--- src/rtl/seq_mult_pkg.sv ---
// Shared types and helpers for the shift-add multiplier sequencer.
package seq_mult_pkg;

  typedef enum logic [1:0] {
    IDLE = 2'd0,
    BUSY = 2'd1,
    DONE = 2'd2
  } state_t;

  localparam int DEFAULT_WIDTH = 8;

  // Iteration counter width for a given operand width.
  function automatic int cnt_w(input int width);
    return $clog2(width);
  endfunction

endpackage

--- src/rtl/seq_mult_fsm.sv ---
// Control FSM for the shift-add multiplier: state register, iteration counter,
// handshake outputs and the load/step/done enable strobes for the datapath.
module seq_mult_fsm
  import seq_mult_pkg::*;
#(
  parameter int WIDTH = DEFAULT_WIDTH
) (
  input  logic clk,
  input  logic reset,
  input  logic in_valid,
  input  logic out_ready,
  input  logic early_exit,
  output logic in_ready,
  output logic out_valid,
  output logic busy,
  output logic load,
  output logic step,
  output logic done
);

  localparam int CW = cnt_w(WIDTH);

  state_t        state;
  state_t        state_next;
  logic [CW-1:0] cnt;
  logic [CW-1:0] cnt_next;
  logic          last;

  // State and counter registers with synchronous reset.
  always_ff @(posedge clk) begin
    if (reset) begin
      state <= IDLE;
      cnt   <= '0;
    end else begin
      state <= state_next;
      cnt   <= cnt_next;
    end
  end

  // Next-state, counter update, handshake outputs and datapath strobes.
  always_comb begin
    state_next = state;
    cnt_next   = cnt;
    in_ready   = 1'b0;
    out_valid  = 1'b0;
    busy       = 1'b0;
    load       = 1'b0;
    step       = 1'b0;
    done       = 1'b0;
    last       = (cnt == CW'(WIDTH - 1)) || early_exit;
    unique case (state)
      IDLE: begin
        in_ready = 1'b1;
        if (in_valid) begin
          load       = 1'b1;
          cnt_next   = '0;
          state_next = BUSY;
        end
      end
      BUSY: begin
        busy = 1'b1;
        step = 1'b1;
        // Counter holds on the final iteration so it never wraps.
        if (last) begin
          done       = 1'b1;
          state_next = DONE;
        end else begin
          cnt_next = cnt + 1'b1;
        end
      end
      DONE: begin
        out_valid = 1'b1;
        if (out_ready) begin
          state_next = IDLE;
        end
      end
      default: state_next = IDLE;
    endcase
  end

endmodule

--- src/rtl/seq_mult_ctrl.sv ---
// Shift-add multiplier sequencer: accepts an operand pair, iterates one partial
// product per clock, and returns the 2*WIDTH-bit product over valid/ready.
// Optional build macro SEQ_MULT_EARLY_EXIT_EN finishes as soon as the remaining
// multiplier bits are all zero.
module seq_mult_ctrl
  import seq_mult_pkg::*;
#(
  parameter int WIDTH = DEFAULT_WIDTH
) (
  input  logic               clk,
  input  logic               reset,
  input  logic               in_valid,
  output logic               in_ready,
  input  logic [WIDTH-1:0]   op_a,
  input  logic [WIDTH-1:0]   op_b,
  output logic               out_valid,
  input  logic               out_ready,
  output logic [2*WIDTH-1:0] product,
  output logic               busy
);

  logic [2*WIDTH-1:0] mcand;
  logic [2*WIDTH-1:0] acc;
  logic [2*WIDTH-1:0] acc_sum;
  logic [2*WIDTH-1:0] product_q;
  logic [WIDTH-1:0]   mplier;
  logic               load;
  logic               step;
  logic               done;
  logic               early_exit;

`ifdef SEQ_MULT_EARLY_EXIT_EN
  assign early_exit = (mplier[WIDTH-1:1] == '0);
`else
  assign early_exit = 1'b0;
`endif

  assign acc_sum = acc + (mplier[0] ? mcand : '0);
  assign product = product_q;

  seq_mult_fsm #(
    .WIDTH(WIDTH)
  ) u_fsm (
    .clk       (clk),
    .reset     (reset),
    .in_valid  (in_valid),
    .out_ready (out_ready),
    .early_exit(early_exit),
    .in_ready  (in_ready),
    .out_valid (out_valid),
    .busy      (busy),
    .load      (load),
    .step      (step),
    .done      (done)
  );

  // Multiplicand register: loaded zero-extended, shifted left each iteration.
  always_ff @(posedge clk) begin
    if (reset) begin
      mcand <= '0;
    end else if (load) begin
      mcand <= {{WIDTH{1'b0}}, op_a};
    end else if (step) begin
      mcand <= mcand << 1;
    end
  end

  // Multiplier register: loaded with op_b, shifted right each iteration.
  always_ff @(posedge clk) begin
    if (reset) begin
      mplier <= '0;
    end else if (load) begin
      mplier <= op_b;
    end else if (step) begin
      mplier <= mplier >> 1;
    end
  end

  // Accumulator: cleared on load, adds the multiplicand when the LSB is set.
  always_ff @(posedge clk) begin
    if (reset) begin
      acc <= '0;
    end else if (load) begin
      acc <= '0;
    end else if (step) begin
      acc <= acc_sum;
    end
  end

  // Product register: captures the final sum so it survives the next load.
  always_ff @(posedge clk) begin
    if (reset) begin
      product_q <= '0;
    end else if (done) begin
      product_q <= acc_sum;
    end
  end

endmodule

--- config.mk ---
export PLATFORM = sky130hd
export DESIGN_NAME = seq_mult_ctrl
export DESIGN_NICKNAME = d
export VERILOG_FILES = /design/src/rtl/seq_mult_pkg.sv /design/src/rtl/seq_mult_fsm.sv /design/src/rtl/seq_mult_ctrl.sv
export SDC_FILE = /design/constraint.sdc
export NUM_CORES = 1
export LEC_CHECK = 0
export ABC_CLOCK_PERIOD_IN_PS = 6300
export BUFFER_PORTS_ARGS = -buffer_cell sky130_fd_sc_hd__buf_2
export CELL_PAD_IN_SITES_DETAIL_PLACEMENT = 0
export CELL_PAD_IN_SITES_GLOBAL_PLACEMENT = 1
export CORE_ASPECT_RATIO = 2
export CORE_MARGIN = 10
export CORE_UTILIZATION = 46
export DETAILED_ROUTE_END_ITERATION = 16
export PLACE_DENSITY = 0.86
export SYNTH_ARGS = -nofsm -noshare
export SYNTH_HDL_FRONTEND = slang
export SYNTH_SLANG_ARGS = --single-unit
--- constraint.sdc ---
create_clock -name clk -period 6.3 [get_ports clk]
set_input_delay 0.315 -clock clk [delete_from_list [all_inputs] [get_ports clk]]
set_output_delay 0.315 -clock clk [all_outputs]
set_load 0.01 [all_outputs]
==> results.json <==
{
  "synth_fp_nets": 418,
  "ctsHoldBuffers": 0,
  "wl_met1_um": 2990,
  "dieArea_um2": 10700,
  "timing.rr.start": "u_fsm.state[1]",
  "worstMarginPinSlew_ns": 0.922,
  "synth_edf_count": 0,
  "min_period_ns": 2.74,
  "clockPowerShare": 0.535,
  "slew-limit-headroom": 0.385,
  "port_buffers": 38,
  "p_sw_frac": 0.219,
  "ys_seq_area_frac": 0.388,
  "antenna_left": 0,
  "post-route-period-util": 0.435,
  "io_pins": 39,
  "power_mw": 0.981,
  "powerDensity_nw_per_um2": 270,
  "async_reset_ff_frac": 0,
  "ff_latch_area_um2": 1220,
  "clock_latency_ns": 0.34,
  "min_path_type": "in -> reg",
  "slew_viol_final": 0,
  "crit_fanout": 30,
  "layout.nets": 445,
  "rr_endpoint": "product[15]",
  "core_um2": 6620,
  "startpoint": "u_fsm.state[1]",
  "final_util": 0.548,
  "fillers": 689,
  "tritoncts.num_buffers": 9,
  "power_switching_mw": 0.215,
  "multiInputGateArea_um2": 1760,
  "rows": 42,
  "skew_ns": 0.00795,
  "vias": 2739,
  "post-place-cells": 484,
  "ys_ff_latch": 61,
  "ctsHtreeMaxLevel": 3,
  "path_class": "reg -> reg",
  "final_cell_count_no_fill": 499,
  "route.detailed.drc": 0,
  "clockRootBuffer": "clkbuf_16",
  "avgRoutedWirePerCell_um": 16.4,
  "synth_cells": 380,
  "p_leak_nw": 1.48,
  "top_layer_used": "met4",
  "wirelength_um": 8200,
  "p_seq_frac": 0.410,
  "worstPathRequired_ns": 6.48,
  "antenna_found_initial": 0,
  "overflow": 0,
  "fmax_ghz": 0.365,
  "syn_avg_cell_area_um2": 8.27,
  "viasPerCell": 5.49,
  "die_w_um": 78.5,
  "drt_first_iter_violations": 206,
  "p_int_mw": 0.766,
  "cp-end-kind": "register",
  "syn-cell-area_um2": 3140,
  "grt_first_pass_wirelength_um": 13600,
  "clock_sinks": 61,
  "status": "finished clean",
  "clkTransAtPathRegs_ns": 0.05,
  "cp-start-kind": "register",
  "grt_pass1_vias": 2830,
  "grt_usage": 0.162,
  "cp_data_arrival_time_ns": 2.93,
  "initial_utilization": 0.475,
  "gp_congestion": 0.884,
  "first_pass_iters": 4,
  "r2r_cells": 7,
  "cts_tree": "yes",
  "antenna_cells": 0,
  "clockBufferDepth": 2,
  "cp-endpoint": "product[15]",
  "wl_met3_um": 284,
  "wl_met2_um": 4630,
  "fp.dieH_um": 137,
  "cts_setup_buffers": 0,
  "finalSetupViolCount": 0,
  "hpwlAfterDp_um": 6000,
  "power_frac_comb": 0.055,
  "reg2reg_slack_ns": 3.56,
  "drive_gt1_frac": 0.161,
  "grt_max_degree": 45,
  "cts_resized": 0,
  "vdd_drop_max_uv": 245,
  "area_growth_pct": 15.5,
  "yosys_warnings": 0,
  "rsz0062_at_grt": "false",
  "ys_types": 51,
  "ys.flop_type": "dfxtp_1",
  "hold_viol_final": 0,
  "tns_ns": 0,
  "maxCapViolCount": 0
}
power by group through the flow:
| stage | Combinational, mW | Sequential [mW] | Clock, mW |
|---|---|---|---|
| after floorplan | 0.0399 | 0.407 | 0 |
| after global placement | 0.0540 | 0.410 | 0 |
| after detailed placement | 0.0544 | 0.410 | 0 |
| after CTS | 0.0546 | 0.402 | 0.536 |
| after global routing | 0.0606 | 0.403 | 0.551 |
| final | 0.0541 | 0.402 | 0.525 |
worst min path at each step:
stage | start | end | slack, ns | depth (start not counted)
2_1_floorplan | u_fsm.state[1] | u_fsm.state[0] | 0.43 | 1
3_3_place_gp | product[3] | product[3] | 0.44 | 2
3_5_place_dp | product[5] | product[5] | 0.45 | 2
4_1_cts | op_a[0] | mcand[0] | 0.21 | 3
5_1_grt | op_a[0] | mcand[0] | 0.23 | 3
6_report | op_b[7] | mplier[7] | 0.22 | 3
synth_stat cells, types with 6 or more instances:
library cell / count / area, um^2
clkbuf_1: 12 / 45.0
xnor2_1: 6 / 52.6
nand3b_1: 6 / 45.0
dfxtp_1: 61 / 1220
nand3_1: 13 / 65.1
and2_1: 18 / 113
ha_1: 17 / 213
a22oi_1: 16 / 120
nand2_1: 77 / 289
a21oi_1: 51 / 255
o21ai_0: 8 / 40.0
nor2_1: 13 / 48.8
sequential cells by signal, indices dropped and copies added (netlist names):
| name | count |
|---|---|
| u_fsm.cnt | 3 |
| mcand | 16 |
| mplier | 8 |
| acc | 16 |
| product | 16 |
| u_fsm.state | 2 |
worst max-delay path, cell delays in order (launching register included):
cell,delay (ns)
dfxtp_1,0.35
nand2b_1,0.11
buf_4,0.32
clkinv_1,0.60
buf_4,0.44
and2_1,0.40
mux2i_1,0.24
a31oi_1,0.10
logic make-up after synthesis:
logic type | count (synthesis) | share of synthesized area
multiplexers | 3 | 0.00955
AO/OA/AOI/OAI | 103 | 0.205
flip-flops | 61 | 0.388
adder cells (fa/ha/maj) | 18 | 0.0740
AND/OR/NAND/NOR | 154 | 0.240
XOR/XNOR | 11 | 0.0306
buffers and inverters | 30 | 0.0529
area by class of cell:
| cell class | instances | area share |
|---|---|---|
| Clock inverter | 4 | 0.0200 |
| Inverter | 6 | 0.00620 |
| Sequential cell | 61 | 0.336 |
| Clock buffer | 11 | 0.0669 |
| Timing Repair Buffer | 40 | 0.0565 |
| Multi-Input combinational cell | 289 | 0.484 |
| Tap cell | 88 | 0.0303 |
cell usage in the layout (no fill, tap or decap), drive strengths merged, types with 2 or more instances in the layout:
cell / instances
a211o: 2
clkbuf: 11
nand4: 4
a31oi: 5
inv: 5
nor2: 14
or4: 4
a21oi: 53
a211oi: 4
nand2b: 4
nand3b: 6
a21o: 5
nand3: 14
clkinv: 2
buf: 40
nand2: 78
and3: 2
dfxtp: 61
a22oi: 16
nor3: 4
bufinv: 2
ha: 17
xor2: 5
o21ai: 10
mux2i: 3
and2: 19
xnor2: 6
nor4b: 2
routing by layer:
metal | GRT usage | vias to the layer above
met4 | 0.100 | 0
li1 | - | 1392
met3 | 0.0427 | 18
met2 | 0.301 | 49
met5 | 0 | -
met1 | 0.151 | 1280
through the flow:
step           instance area, um^2  setup WS, ns  hold WS (ns)
3_3_place_gp                  3320          3.58         0.441
4_1_cts                       3630          3.55         0.213
6_report                      3630          3.56         0.222
2_1_floorplan                 3140          3.88         0.428
3_5_place_dp                  3320          3.58         0.446
5_1_grt                       3630          3.30         0.230
Note: power is estimated with default switching activity, not from simulation.
